`config.mk`:
```
export PLATFORM = sky130hd
export DESIGN_NAME = rf_wb_arbiter_flat
export DESIGN_NICKNAME = d
export VERILOG_FILES = /design/src/rtl/rf_pkg.sv /design/src/rtl/rf_wb_arbiter_if.sv /design/src/rtl/rf_wb_fifo.sv /design/src/rtl/rf_wb_arbiter.sv /design/src/flat_wrapper.sv
export SDC_FILE = /design/constraint.sdc
export NUM_CORES = 1
export LEC_CHECK = 0
export BUFFER_PORTS_ARGS = -buffer_cell sky130_fd_sc_hd__buf_2
export CORE_ASPECT_RATIO = 0.75
export CORE_MARGIN = 2
export CORE_UTILIZATION = 49
export DETAILED_ROUTE_END_ITERATION = 8
export PLACE_DENSITY = 0.77
export SLEW_MARGIN = 15
export SYNTH_ARGS = -nofsm -noshare
export SYNTH_HDL_FRONTEND = slang
export SYNTH_HIERARCHICAL = 1
export SYNTH_SLANG_ARGS = --single-unit
```
`constraint.sdc`:
```
create_clock -name clk -period 3.67 [get_ports clk]
set_clock_uncertainty 0.15 [all_clocks]
set_input_delay 0 -clock clk [delete_from_list [all_inputs] [get_ports clk]]
set_output_delay 0 -clock clk [all_outputs]
set_load 0.02 [all_outputs]
```
`src/rtl/rf_pkg.sv`:
```
// Shared definitions for the register-file write-port arbiter.
//   XLEN / REG_AW / NREG : datapath width, register index width, register count
//   arb_state_e          : starvation FSM states
//   wr_req_t             : one pending register-file write {rd, data}
//   reg_busy()           : scoreboard lookup that treats x0 as never busy
package rf_pkg;

    localparam int XLEN   = 32;
    localparam int REG_AW = 5;
    localparam int NREG   = 32;

    typedef enum logic [1:0] {
        IDLE,   // no LLU result waiting
        WAIT,   // LLU result waiting, counting denied cycles
        FORCE   // WB is held off for one cycle so the FIFO head drains
    } arb_state_e;

    typedef struct packed {
        logic [REG_AW-1:0] rd;
        logic [XLEN-1:0]   data;
    } wr_req_t;

    // x0 is hardwired, so it can never create a hazard.
    function automatic logic reg_busy(input logic [NREG-1:0]   busy,
                                      input logic [REG_AW-1:0] idx);
        return (idx != '0) && busy[idx];
    endfunction

endpackage

```
`src/rtl/rf_wb_arbiter_if.sv`:
```
// Bundle of all pipeline-facing signals of the write-port arbiter.
//   master : pipeline side (WB stage, LLU, decode, register file sink)
//   slave  : the arbiter itself
// Groups: WB result (wb_valid/wb_rd/wb_data, wb_hold back),
//         LLU issue (iss_valid/iss_rd), LLU result (llu_valid/llu_rd/llu_data,
//         llu_ready back), decode hazard query (dec_rs1/rs2/rd, dec_stall back),
//         register-file write port (rf_regwrite/rf_addr_write/rf_data_in).
interface rf_wb_arbiter_if;

    logic                       wb_valid;
    logic [rf_pkg::REG_AW-1:0]  wb_rd;
    logic [rf_pkg::XLEN-1:0]    wb_data;
    logic                       wb_hold;

    logic                       iss_valid;
    logic [rf_pkg::REG_AW-1:0]  iss_rd;

    logic                       llu_valid;
    logic [rf_pkg::REG_AW-1:0]  llu_rd;
    logic [rf_pkg::XLEN-1:0]    llu_data;
    logic                       llu_ready;

    logic [rf_pkg::REG_AW-1:0]  dec_rs1;
    logic [rf_pkg::REG_AW-1:0]  dec_rs2;
    logic [rf_pkg::REG_AW-1:0]  dec_rd;
    logic                       dec_stall;

    logic                       rf_regwrite;
    logic [rf_pkg::REG_AW-1:0]  rf_addr_write;
    logic [rf_pkg::XLEN-1:0]    rf_data_in;

    modport master (
        output wb_valid, wb_rd, wb_data,
        output iss_valid, iss_rd,
        output llu_valid, llu_rd, llu_data,
        output dec_rs1, dec_rs2, dec_rd,
        input  wb_hold, llu_ready, dec_stall,
        input  rf_regwrite, rf_addr_write, rf_data_in
    );

    modport slave (
        input  wb_valid, wb_rd, wb_data,
        input  iss_valid, iss_rd,
        input  llu_valid, llu_rd, llu_data,
        input  dec_rs1, dec_rs2, dec_rd,
        output wb_hold, llu_ready, dec_stall,
        output rf_regwrite, rf_addr_write, rf_data_in
    );

endinterface

```
`src/rtl/rf_wb_fifo.sv`:
```
// Small synchronous FIFO for pending LLU register writes.
//   clk, rst : clock, synchronous active-high reset (empties the FIFO)
//   push/din : write an entry (ignored when full unless popping in the same cycle)
//   pop/dout : dout is the head; pop removes it (ignored when empty)
//   full, empty, count : occupancy, all derived from the registered count
module rf_wb_fifo #(
    parameter int  DEPTH = 2,
    parameter type T     = logic [7:0],
    localparam int CW    = $clog2(DEPTH + 1)
) (
    input  logic          clk,
    input  logic          rst,
    input  logic          push,
    input  T              din,
    input  logic          pop,
    output T              dout,
    output logic          full,
    output logic          empty,
    output logic [CW-1:0] count
);

    localparam int PW = (DEPTH > 1) ? $clog2(DEPTH) : 1;

    T              mem [DEPTH];
    logic [PW-1:0] wr_ptr;
    logic [PW-1:0] rd_ptr;
    logic          do_push;
    logic          do_pop;

    assign empty   = (count == '0);
    assign full    = (count == CW'(DEPTH));
    assign do_pop  = pop && !empty;
    // A full FIFO can still take a push when the head leaves in the same cycle.
    assign do_push = push && (!full || do_pop);
    assign dout    = mem[rd_ptr];

    // Pointer wrap that also works for non-power-of-two depths.
    function automatic logic [PW-1:0] ptr_inc(input logic [PW-1:0] p);
        return (p == PW'(DEPTH - 1)) ? '0 : p + 1'b1;
    endfunction

    always_ff @(posedge clk) begin
        if (rst) begin
            wr_ptr <= '0;
            rd_ptr <= '0;
            count  <= '0;
        end else begin
            if (do_push) wr_ptr <= ptr_inc(wr_ptr);
            if (do_pop)  rd_ptr <= ptr_inc(rd_ptr);
            case ({do_push, do_pop})
                2'b10:   count <= count + 1'b1;
                2'b01:   count <= count - 1'b1;
                default: count <= count;
            endcase
        end
    end

    // Storage needs no reset; validity is tracked by count.
    always_ff @(posedge clk) begin
        if (do_push) mem[wr_ptr] <= din;
    end

endmodule

```
`src/rtl/rf_wb_arbiter.sv`:
```
// Owner of the single register-file write port.
// Shares the port between the in-order WB stage (priority) and a long-latency
// unit whose results queue in a small FIFO. A starvation FSM forces one drain
// slot after STARVE_MAX consecutive denied cycles. A busy scoreboard tracks LLU
// destinations and stalls decode on any hazard.
//   clk, rst : clock, synchronous active-high reset
//   bus      : rf_wb_arbiter_if.slave (WB, LLU issue/result, decode, RF port)
// Parameters: FIFO_DEPTH (LLU result entries, >=1), STARVE_MAX (denied cycles
// before wb_hold). Data width is rf_pkg::XLEN.
module rf_wb_arbiter
    import rf_pkg::*;
#(
    parameter int FIFO_DEPTH = 2,
    parameter int STARVE_MAX = 4
) (
    input  logic          clk,
    input  logic          rst,
    rf_wb_arbiter_if.slave bus
);

    localparam int CW = $clog2(FIFO_DEPTH + 1);
    localparam int SW = $clog2(STARVE_MAX + 1);

    wr_req_t           llu_req;
    wr_req_t           head;
    logic              push;
    logic              pop;
    logic              full;
    logic              empty;
    logic [CW-1:0]     cnt;
    logic [CW-1:0]     cnt_nxt;

    logic              force_slot;
    logic              grant_fifo;
    logic              grant_wb;
    logic [REG_AW-1:0] wr_rd;

    arb_state_e        state_q;
    arb_state_e        state_d;
    logic [SW-1:0]     starve_q;
    logic [SW-1:0]     starve_d;
    logic [NREG-1:0]   busy_q;
    logic [NREG-1:0]   busy_d;

    // ---------------------------------------------------------------
    // LLU result buffer
    // ---------------------------------------------------------------
    assign llu_req.rd   = bus.llu_rd;
    assign llu_req.data = bus.llu_data;

    // llu_ready comes from the registered count only, so a pop this cycle
    // re-opens the FIFO to the LLU on the following cycle.
    assign push = !rst && bus.llu_valid && !full;
    assign pop  = grant_fifo;

    rf_wb_fifo #(
        .DEPTH (FIFO_DEPTH),
        .T     (wr_req_t)
    ) u_fifo (
        .clk   (clk),
        .rst   (rst),
        .push  (push),
        .din   (llu_req),
        .pop   (pop),
        .dout  (head),
        .full  (full),
        .empty (empty),
        .count (cnt)
    );

    // ---------------------------------------------------------------
    // Write-port grant (combinational, so the RF captures it on the
    // falling edge of the same cycle)
    // ---------------------------------------------------------------
    assign force_slot = (state_q == FORCE) && !empty;
    assign grant_fifo = !rst && !empty && (force_slot || !bus.wb_valid);
    assign grant_wb   = !rst && !force_slot && bus.wb_valid;

    assign wr_rd             = grant_fifo ? head.rd : bus.wb_rd;
    assign bus.rf_addr_write = wr_rd;
    assign bus.rf_data_in    = grant_fifo ? head.data : bus.wb_data;
    // x0 writes still consume the slot (and pop the FIFO) but never reach the RF.
    assign bus.rf_regwrite   = (grant_fifo || grant_wb) && (wr_rd != '0);

    assign bus.wb_hold   = !rst && (state_q == FORCE);
    assign bus.llu_ready = !rst && !full;
    assign bus.dec_stall = !rst && (reg_busy(busy_q, bus.dec_rs1) ||
                                    reg_busy(busy_q, bus.dec_rs2) ||
                                    reg_busy(busy_q, bus.dec_rd));

    // ---------------------------------------------------------------
    // Starvation FSM
    // ---------------------------------------------------------------
    always_comb begin
        cnt_nxt  = cnt + CW'(push) - CW'(pop);

        // Counts consecutive cycles in which a waiting head lost the port.
        starve_d = '0;
        if (!empty && !grant_fifo) begin
            starve_d = (starve_q == SW'(STARVE_MAX)) ? starve_q : starve_q + 1'b1;
        end

        state_d = state_q;
        case (state_q)
            IDLE: begin
                if (cnt_nxt != '0) state_d = WAIT;
            end
            WAIT: begin
                if (cnt_nxt == '0)                      state_d = IDLE;
                else if (starve_d == SW'(STARVE_MAX))   state_d = FORCE;
            end
            FORCE: begin
                // The head always drains in FORCE, so stay only one cycle.
                state_d = (cnt_nxt != '0) ? WAIT : IDLE;
            end
            default: state_d = IDLE;
        endcase
    end

    always_ff @(posedge clk) begin
        if (rst) begin
            state_q  <= IDLE;
            starve_q <= '0;
        end else begin
            state_q  <= state_d;
            starve_q <= starve_d;
        end
    end

    // ---------------------------------------------------------------
    // Busy scoreboard for LLU destinations
    // ---------------------------------------------------------------
    always_comb begin
        busy_d = busy_q;
        if (grant_fifo) busy_d[head.rd] = 1'b0;
        // Applied after the clear: a new issue to the same rd keeps it busy.
        if (bus.iss_valid && (bus.iss_rd != '0)) busy_d[bus.iss_rd] = 1'b1;
        busy_d[0] = 1'b0;
    end

    always_ff @(posedge clk) begin
        if (rst) busy_q <= '0;
        else     busy_q <= busy_d;
    end

endmodule
```
`src/flat_wrapper.sv`:
```
// flat-port wrapper written by rule: the top's interface ports become plain ports
module rf_wb_arbiter_flat import rf_pkg::*;
#(
    parameter int FIFO_DEPTH = 2,
    parameter int STARVE_MAX = 4
)
  (clk, rst, bus_wb_valid, bus_wb_rd, bus_wb_data, bus_iss_valid, bus_iss_rd, bus_llu_valid, bus_llu_rd, bus_llu_data, bus_dec_rs1, bus_dec_rs2, bus_dec_rd, bus_wb_hold, bus_llu_ready, bus_dec_stall, bus_rf_regwrite, bus_rf_addr_write, bus_rf_data_in);
  rf_wb_arbiter_if bus_i ();
  input  logic clk;
  input  logic rst;
  input wire logic [$bits(bus_i.wb_valid)-1:0] bus_wb_valid;
  input wire logic [$bits(bus_i.wb_rd)-1:0] bus_wb_rd;
  input wire logic [$bits(bus_i.wb_data)-1:0] bus_wb_data;
  input wire logic [$bits(bus_i.iss_valid)-1:0] bus_iss_valid;
  input wire logic [$bits(bus_i.iss_rd)-1:0] bus_iss_rd;
  input wire logic [$bits(bus_i.llu_valid)-1:0] bus_llu_valid;
  input wire logic [$bits(bus_i.llu_rd)-1:0] bus_llu_rd;
  input wire logic [$bits(bus_i.llu_data)-1:0] bus_llu_data;
  input wire logic [$bits(bus_i.dec_rs1)-1:0] bus_dec_rs1;
  input wire logic [$bits(bus_i.dec_rs2)-1:0] bus_dec_rs2;
  input wire logic [$bits(bus_i.dec_rd)-1:0] bus_dec_rd;
  output wire logic [$bits(bus_i.wb_hold)-1:0] bus_wb_hold;
  output wire logic [$bits(bus_i.llu_ready)-1:0] bus_llu_ready;
  output wire logic [$bits(bus_i.dec_stall)-1:0] bus_dec_stall;
  output wire logic [$bits(bus_i.rf_regwrite)-1:0] bus_rf_regwrite;
  output wire logic [$bits(bus_i.rf_addr_write)-1:0] bus_rf_addr_write;
  output wire logic [$bits(bus_i.rf_data_in)-1:0] bus_rf_data_in;
  assign bus_i.wb_valid = bus_wb_valid;
  assign bus_i.wb_rd = bus_wb_rd;
  assign bus_i.wb_data = bus_wb_data;
  assign bus_i.iss_valid = bus_iss_valid;
  assign bus_i.iss_rd = bus_iss_rd;
  assign bus_i.llu_valid = bus_llu_valid;
  assign bus_i.llu_rd = bus_llu_rd;
  assign bus_i.llu_data = bus_llu_data;
  assign bus_i.dec_rs1 = bus_dec_rs1;
  assign bus_i.dec_rs2 = bus_dec_rs2;
  assign bus_i.dec_rd = bus_dec_rd;
  assign bus_wb_hold = bus_i.wb_hold;
  assign bus_llu_ready = bus_i.llu_ready;
  assign bus_dec_stall = bus_i.dec_stall;
  assign bus_rf_regwrite = bus_i.rf_regwrite;
  assign bus_rf_addr_write = bus_i.rf_addr_write;
  assign bus_rf_data_in = bus_i.rf_data_in;
  rf_wb_arbiter #(.FIFO_DEPTH(FIFO_DEPTH), .STARVE_MAX(STARVE_MAX)) u_core (.clk(clk), .rst(rst), .bus(bus_i));
endmodule
```
## Yosys cells after proc, flatten, opt, wreduce, memory -nomap -nowiden

Memories as Yosys holds them, arrays and structs flattened. A register that Yosys moved wholly into a read port is not among the register bits.
Index checks and enable logic that the tools add are counted.

| storage, ports and cells | value |
|---|---|
| flip-flop bits (word level) | 41 |
| memories | 1 |
| bits in writable memories | 74 |

Memory list:

| memory | depth | bits a word | read ports | clocked after memory_dff | wr ports | line | text |
|---|---|---|---|---|---|---|---|
| u_core.u_fifo.mem | 2 | 37 | 1 | 1 | 1 | rf_wb_fifo.sv:24 | `T mem [DEPTH];` |

| cells by class | value |
|---|---|
| add/sub/neg operators | 7 |
| bitwise operators | 3 |
| reduce and logical (&&, ||, !) cells | 42 |
| muxes and demuxes | 28 |
| eq/ne operators | 9 |
| magnitude comparators | 7 |

Operators by type and width:

| operator | number |
|---|---|
| $mux W32 | 3 |
| $and A32 B32 Y32 | 1 |
| $not A32 Y32 | 1 |
| $or A32 B32 Y32 | 1 |
| $lt A5 B6 Y1 const B | 5 |
| $reduce_bool A5 Y1 | 5 |
| $logic_and A1 B1 Y1 | 20 |
| $bmux W1 S5 | 3 |
| $mux W1 | 12 |
| $demux W1 S5 | 2 |
| $ge A5 B1 Y1 const B | 2 |
| $eq A2 B2 Y1 const B | 3 |
| $eq A3 B3 Y1 const B | 2 |
| $logic_not A1 Y1 | 6 |
| $logic_not A2 Y1 | 3 |
| $mux W2 | 3 |
| $mux W3 | 2 |
| $pmux W2 S3 | 1 |
| $logic_or A1 B1 Y1 | 5 |
| $mux W5 | 1 |
| $eq A2 B1 Y1 const B | 2 |
| $pmux W2 S2 | 1 |
| $reduce_bool A2 Y1 | 2 |
| $add A3 B1 Y3 const B | 1 |
| 8 further kinds | 9 |

## Depth between registers and ports, before layout

| logic depth | value |
|---|---|
| depth in word-level cells | 12 |
| mapped depth | 10 |
| gate-level depth less buffers | 8 |

## Cells and area by module

Netlist, hierarchy kept.

Modules (own cells, without submodules):

| module | times used | area each (µm²) | cells each |
|---|---|---|---|
| rf_wb_arbiter | 1 | 3026.7 | 347 |
| rf_wb_fifo | 1 | 2926.6 | 145 |

## Least setup slack after synthesis

No wires, ideal clock.

| path | value |
|---|---|
| path kind | register -> register |
| start point | register u_core.u_fifo.count[1] |
| end point | memory u_core/u_fifo/mem[0][0] (netlist name), enable pin |
| cell stages (with the launch flop) | 7 |
| required time | 3089 ps |
| buffers on the path | 2 |
| clock period less this slack | 3653 ps |
| setup slack | 17 ps |
| data arrival time | 3072 ps |
| cell sequence | dfxtp_1 nor2_1 a211oi_4 buf_4 buf_4 o21ai_2 nor2_1 |

| between the ends | value |
|---|---|
| word-level cells in the longest chain between the ends | 10 |
| elaborated cells on any way between the ends | 14 |
| classes of those cells | 1 x eq/ne; 2 x mux; 11 x reduce/logical |

RTL lines:

| what | line | text |
|---|---|---|
| start, declared | rf_wb_fifo.sv:19 | `output logic [CW-1:0] count` |
| start signal, assigned | rf_wb_fifo.sv:51 | `2'b10: count <= count + 1'b1;` |
| start signal, assigned | rf_wb_fifo.sv:52 | `2'b01: count <= count - 1'b1;` |
| start signal, assigned | rf_wb_fifo.sv:53 | `default: count <= count;` |
| $logic_not A2 Y1 (*) | rf_wb_fifo.sv:30 | `assign empty = (count == '0);` |
| net u_core.empty | rf_wb_arbiter.sv:29 | `logic empty;` |
| $logic_not A1 Y1 (*) | rf_wb_arbiter.sv:75, rf_wb_arbiter.sv:76 |  |
| $logic_and A1 B1 Y1 | rf_wb_arbiter.sv:75 | `assign force_slot = (state_q == FORCE) && !empty;` |
| $logic_or A1 B1 Y1 | rf_wb_arbiter.sv:76 | `assign grant_fifo = !rst && !empty && (force_slot \|\| !bus.wb_valid);` |
| $logic_and A1 B1 Y1 (*) | rf_wb_arbiter.sv:76 |  |
| net u_core.grant_fifo | rf_wb_arbiter.sv:34 | `logic grant_fifo;` |
| $logic_and A1 B1 Y1 (*) | rf_wb_fifo.sv:32 | `assign do_pop = pop && !empty;` |
| $logic_or A1 B1 Y1 (*) | rf_wb_fifo.sv:34 | `assign do_push = push && (!full \|\| do_pop);` |
| $logic_and A1 B1 Y1 (*) | rf_wb_fifo.sv:34 |  |
| $mux W1 (*) | rf_wb_fifo.sv:60 | `if (do_push) mem[wr_ptr] <= din;` |
| $mux W1 (implied by the code) (*) | rf_wb_fifo.sv:60 |  |
| end, declared | rf_wb_fifo.sv:24 |  |

The timed path passes the listed nets; every way through them passes the cells marked *.

## Worst setup path in the final report

| path | value |
|---|---|
| start point | register u_core.u_fifo.count[1] |
| end point | output bus_rf_data_in[16] |

| between the ends | value |
|---|---|
| word-level cells in the longest chain between the ends | 6 |
| elaborated cells on any way between the ends | 7 |
| classes of those cells | 1 x mux; 6 x reduce/logical |

RTL lines:

| what | line | text |
|---|---|---|
| $logic_not A2 Y1 (*) | rf_wb_fifo.sv:30 |  |
| net u_core.empty | rf_wb_arbiter.sv:29 |  |
| $logic_not A1 Y1 (*) | rf_wb_arbiter.sv:75, rf_wb_arbiter.sv:76 |  |
| $logic_and A1 B1 Y1 | rf_wb_arbiter.sv:75 |  |
| $logic_or A1 B1 Y1 | rf_wb_arbiter.sv:76 |  |
| $logic_and A1 B1 Y1 (*) | rf_wb_arbiter.sv:76 |  |
| $mux W32 (*) | rf_wb_arbiter.sv:81 | `assign bus.rf_data_in = grant_fifo ? head.data : bus.wb_data;` |
| end, declared | flat_wrapper.sv:27 | `output wire logic [$bits(bus_i.rf_data_in)-1:0] bus_rf_data_in;` |

Marks and branches as above.

==> results_dict.tcl <==
set metrics [dict create \
    hp-class "primary input to flip-flop" \
    nNetsFinal 778 \
    drt_iter0_markers 407 \
    vias 4808 \
    arrival_ps 2910 \
    core-area_um2 11700 \
    totalWireLength_um 15600 \
    syn_area_per_cell_um2 12.1 \
    ctsHtreeMaxLevel 4 \
    synth_edf_count 74 \
    synth_top_cell_area_share 0.373 \
    wire_per_inst_um 18.4 \
    fmax_mhz 327 \
    die_y_um 99.5 \
    synthAdderAreaFrac 0.00841 \
    cts.sinks 115 \
    drive_gt1_frac 0.393 \
    pin_count 140 \
    ant_nets 0 \
    power_w 0.00335 \
    path_buf_inv 3 \
    post-route-drc-count 0 \
    grt_usage 0.243 \
    layout_commonest_cell "buf_2" \
    place_hpwl_um 10000 \
    clk_path_buf_depth 2 \
    area_growth_pct 30.4 \
    path_clk_slew_ps 50 \
    synth.mux.area_fraction 0.223 \
    grt_pass1_wl_um 24800 \
    synthTopCellsByArea "edfxtp_1 37%, mux2_2 15%, dfxtp_1 14%" \
    maxSlewViolCount 0 \
    max-vdd-ir-drop_v 0.000439 \
    n_antenna_cell 0 \
    antenna_found_initial 0 \
    fin_crit_sh 0.833 \
    dr.pass1.iters 5 \
    syn-num-nets 595 \
    r2r_setup_slack_ps 1090 \
    ys.flop_type "edfxtp_1" \
    die_x_um 131 \
    synth_xor_xnor_area_share 0.00736 \
    path_max_fanout 27 \
    setup-tns-final_ps 0 \
    path_common_cell "buf_4" \
    cap_violations 0 \
    die_area_um2 13100 \
    crit_type "flip-flop to primary output" \
    post-cts-setup-buffers 0 \
    crit_required_ps 3520 \
    globalplace.congestion 0.876 \
    yosysUniqueCellTypes 56 \
    yosys.area_share.simple 0.114 \
    finalHoldViolations 0 \
    port_buffers 139 \
    relSlewSlack 0.280 \
    avgViaCountPerCell 5.66 \
    rsz0062_at_grt "false" \
    postSynth.asyncResetShare 0 \
    p_leak_nw 2.89 \
    std_cell_rows 34 \
    start_util 0.507 \
    grt-ovfl-total 0 \
    synth-compound-area-share 0.100 \
    cts-root-buf "clkbuf_16" \
    status "finished clean" \
    synth_cells 492 \
    powerDensity_nw_per_um2 431 \
    worst_pin_slew_ps 1080 \
    numCtsBuffers 17 \
    start_kind "flip-flop" \
    ys_seq_area_frac 0.511 \
    cp-end-kind "primary output" \
    fin_crit_ps 3060 \
    cpMaxStageDelayCell "a211oi_4" \
    layout_common_cells "139 x buf_2, 78 x mux2_2, 74 x edfxtp_1" \
    synth_top_family_by_area "multiplexers" \
    ys_seq_elements 115 \
    first_global_vias 4892 \
    cts_tree "built" \
    synth_top_area_cell "edfxtp_1" \
    crit_chain "nor2_1 -> a211oi_4 -> buf_4 -> buf_4 -> mux2_2 -> buf_2" \
    critPathTopFamily "buffers and inverters" \
    final_util 0.661 \
    syn_area_um2 5950 \
    finalSetupViolCount 0 \
    grt_max_degree 46 \
    clk_latency_ps 400 \
    slowest_delay_ps 570 \
    yosys_warnings 6 \
]
## path summary, 6_finish.rpt
kind,start,end,cells past startpoint
setup reg to reg,u_core/u_fifo/count[1]$_SDFFE_PP0P_,u_core/state_q[1]$_SDFFE_PP0P_,8
setup / recovery,u_core/u_fifo/count[1]$_SDFFE_PP0P_,bus_rf_data_in[16],6
hold / removal,rst,flip-flop,2
hold reg to reg,u_core/state_q[0]$_SDFFE_PP0P_,u_core/state_q[0]$_SDFFE_PP0P_,1
## layer usage
layer  global-route usage  vias to the layer above  wire [µm]
met5                    0                        -          0
met1                0.303                     2313       6370
met4               0.0911                        0        357
met2                0.411                      225       7670
met3               0.0657                       31       1190
li1                     -                     2239          -
## repair_timing
action                     CTS  global route
setup endpoints to repair    0             0
hold buffers                48             0
resized for setup            0             0
hold endpoints to repair   109             0
## cell usage after synthesis, drive strengths merged (3+ instances only)
library cell	instances
and3	4
xnor2	3
o41ai	3
ha	4
a211oi	6
inv	11
o31ai	4
a2111oi	5
clkbuf	10
nand3	3
mux2	79
nor2b	7
mux2i	14
o21ai	29
a21oi	37
edfxtp	74
mux4	13
dfxtp	41
nand2	44
nor2	26
nand4b	3
buf	18
nand2b	10
nor3b	10
nor4	5
nor3	4
## where the power goes
| group | internal, W | leakage [nW] | switching (W) |
|---|---|---|---|
| logic | 0.000184 | 1.62 | 0.000210 |
| registers | 0.00142 | 1.01 | 0.0000189 |
| clock network | 0.000976 | 0.255 | 0.000535 |
## per-stage QoR
step / worst slack [ps] / instances / hold WS [ps] / area (µm²)
floorplan: 16.7 / 492 / -77.6 / 5950
global placement: 1210 / 770 / 37.5 / 6730
detailed placement: 1050 / 770 / 41.8 / 6730
CTS: 614 / 849 / 34.7 / 7760
global route: 403 / 849 / 74.2 / 7760
finish: 611 / 849 / 74.4 / 7760
## sequential cells by signal, summed over array words and instances, names as in the netlist, named ones only
name,count
u_core/busy_q,31
u_core/starve_q,3
u_core/state_q,2
u_core/u_fifo/count,2
u_core/u_fifo/mem,74
u_core/u_fifo/rd_ptr,1
u_core/u_fifo/wr_ptr,1
## logic make-up (layout without fill, tap and decap cells)
| group | after synthesis | after routing |
|---|---|---|
| AO/OA/AOI/OAI | 94 | 94 |
| XOR/XNOR | 5 | 5 |
| adder cells (fa/ha/maj) | 4 | 4 |
| buffers and inverters | 39 | 234 |
| flip-flops | 115 | 115 |
| multiplexers | 106 | 106 |
| AND/OR/NAND/NOR | 129 | 129 |
## area by class of cell
cell class	count	area, µm²
fillers	878	3980
flip-flops and latches	115	3040
multi-input cells	338	2710
repair buffers	192	1210
clock buffers	18	429
well taps	162	203
clock inverters	13	119
inverters	11	41.3
No activity file was read; power rests on OpenSTA's default activity.
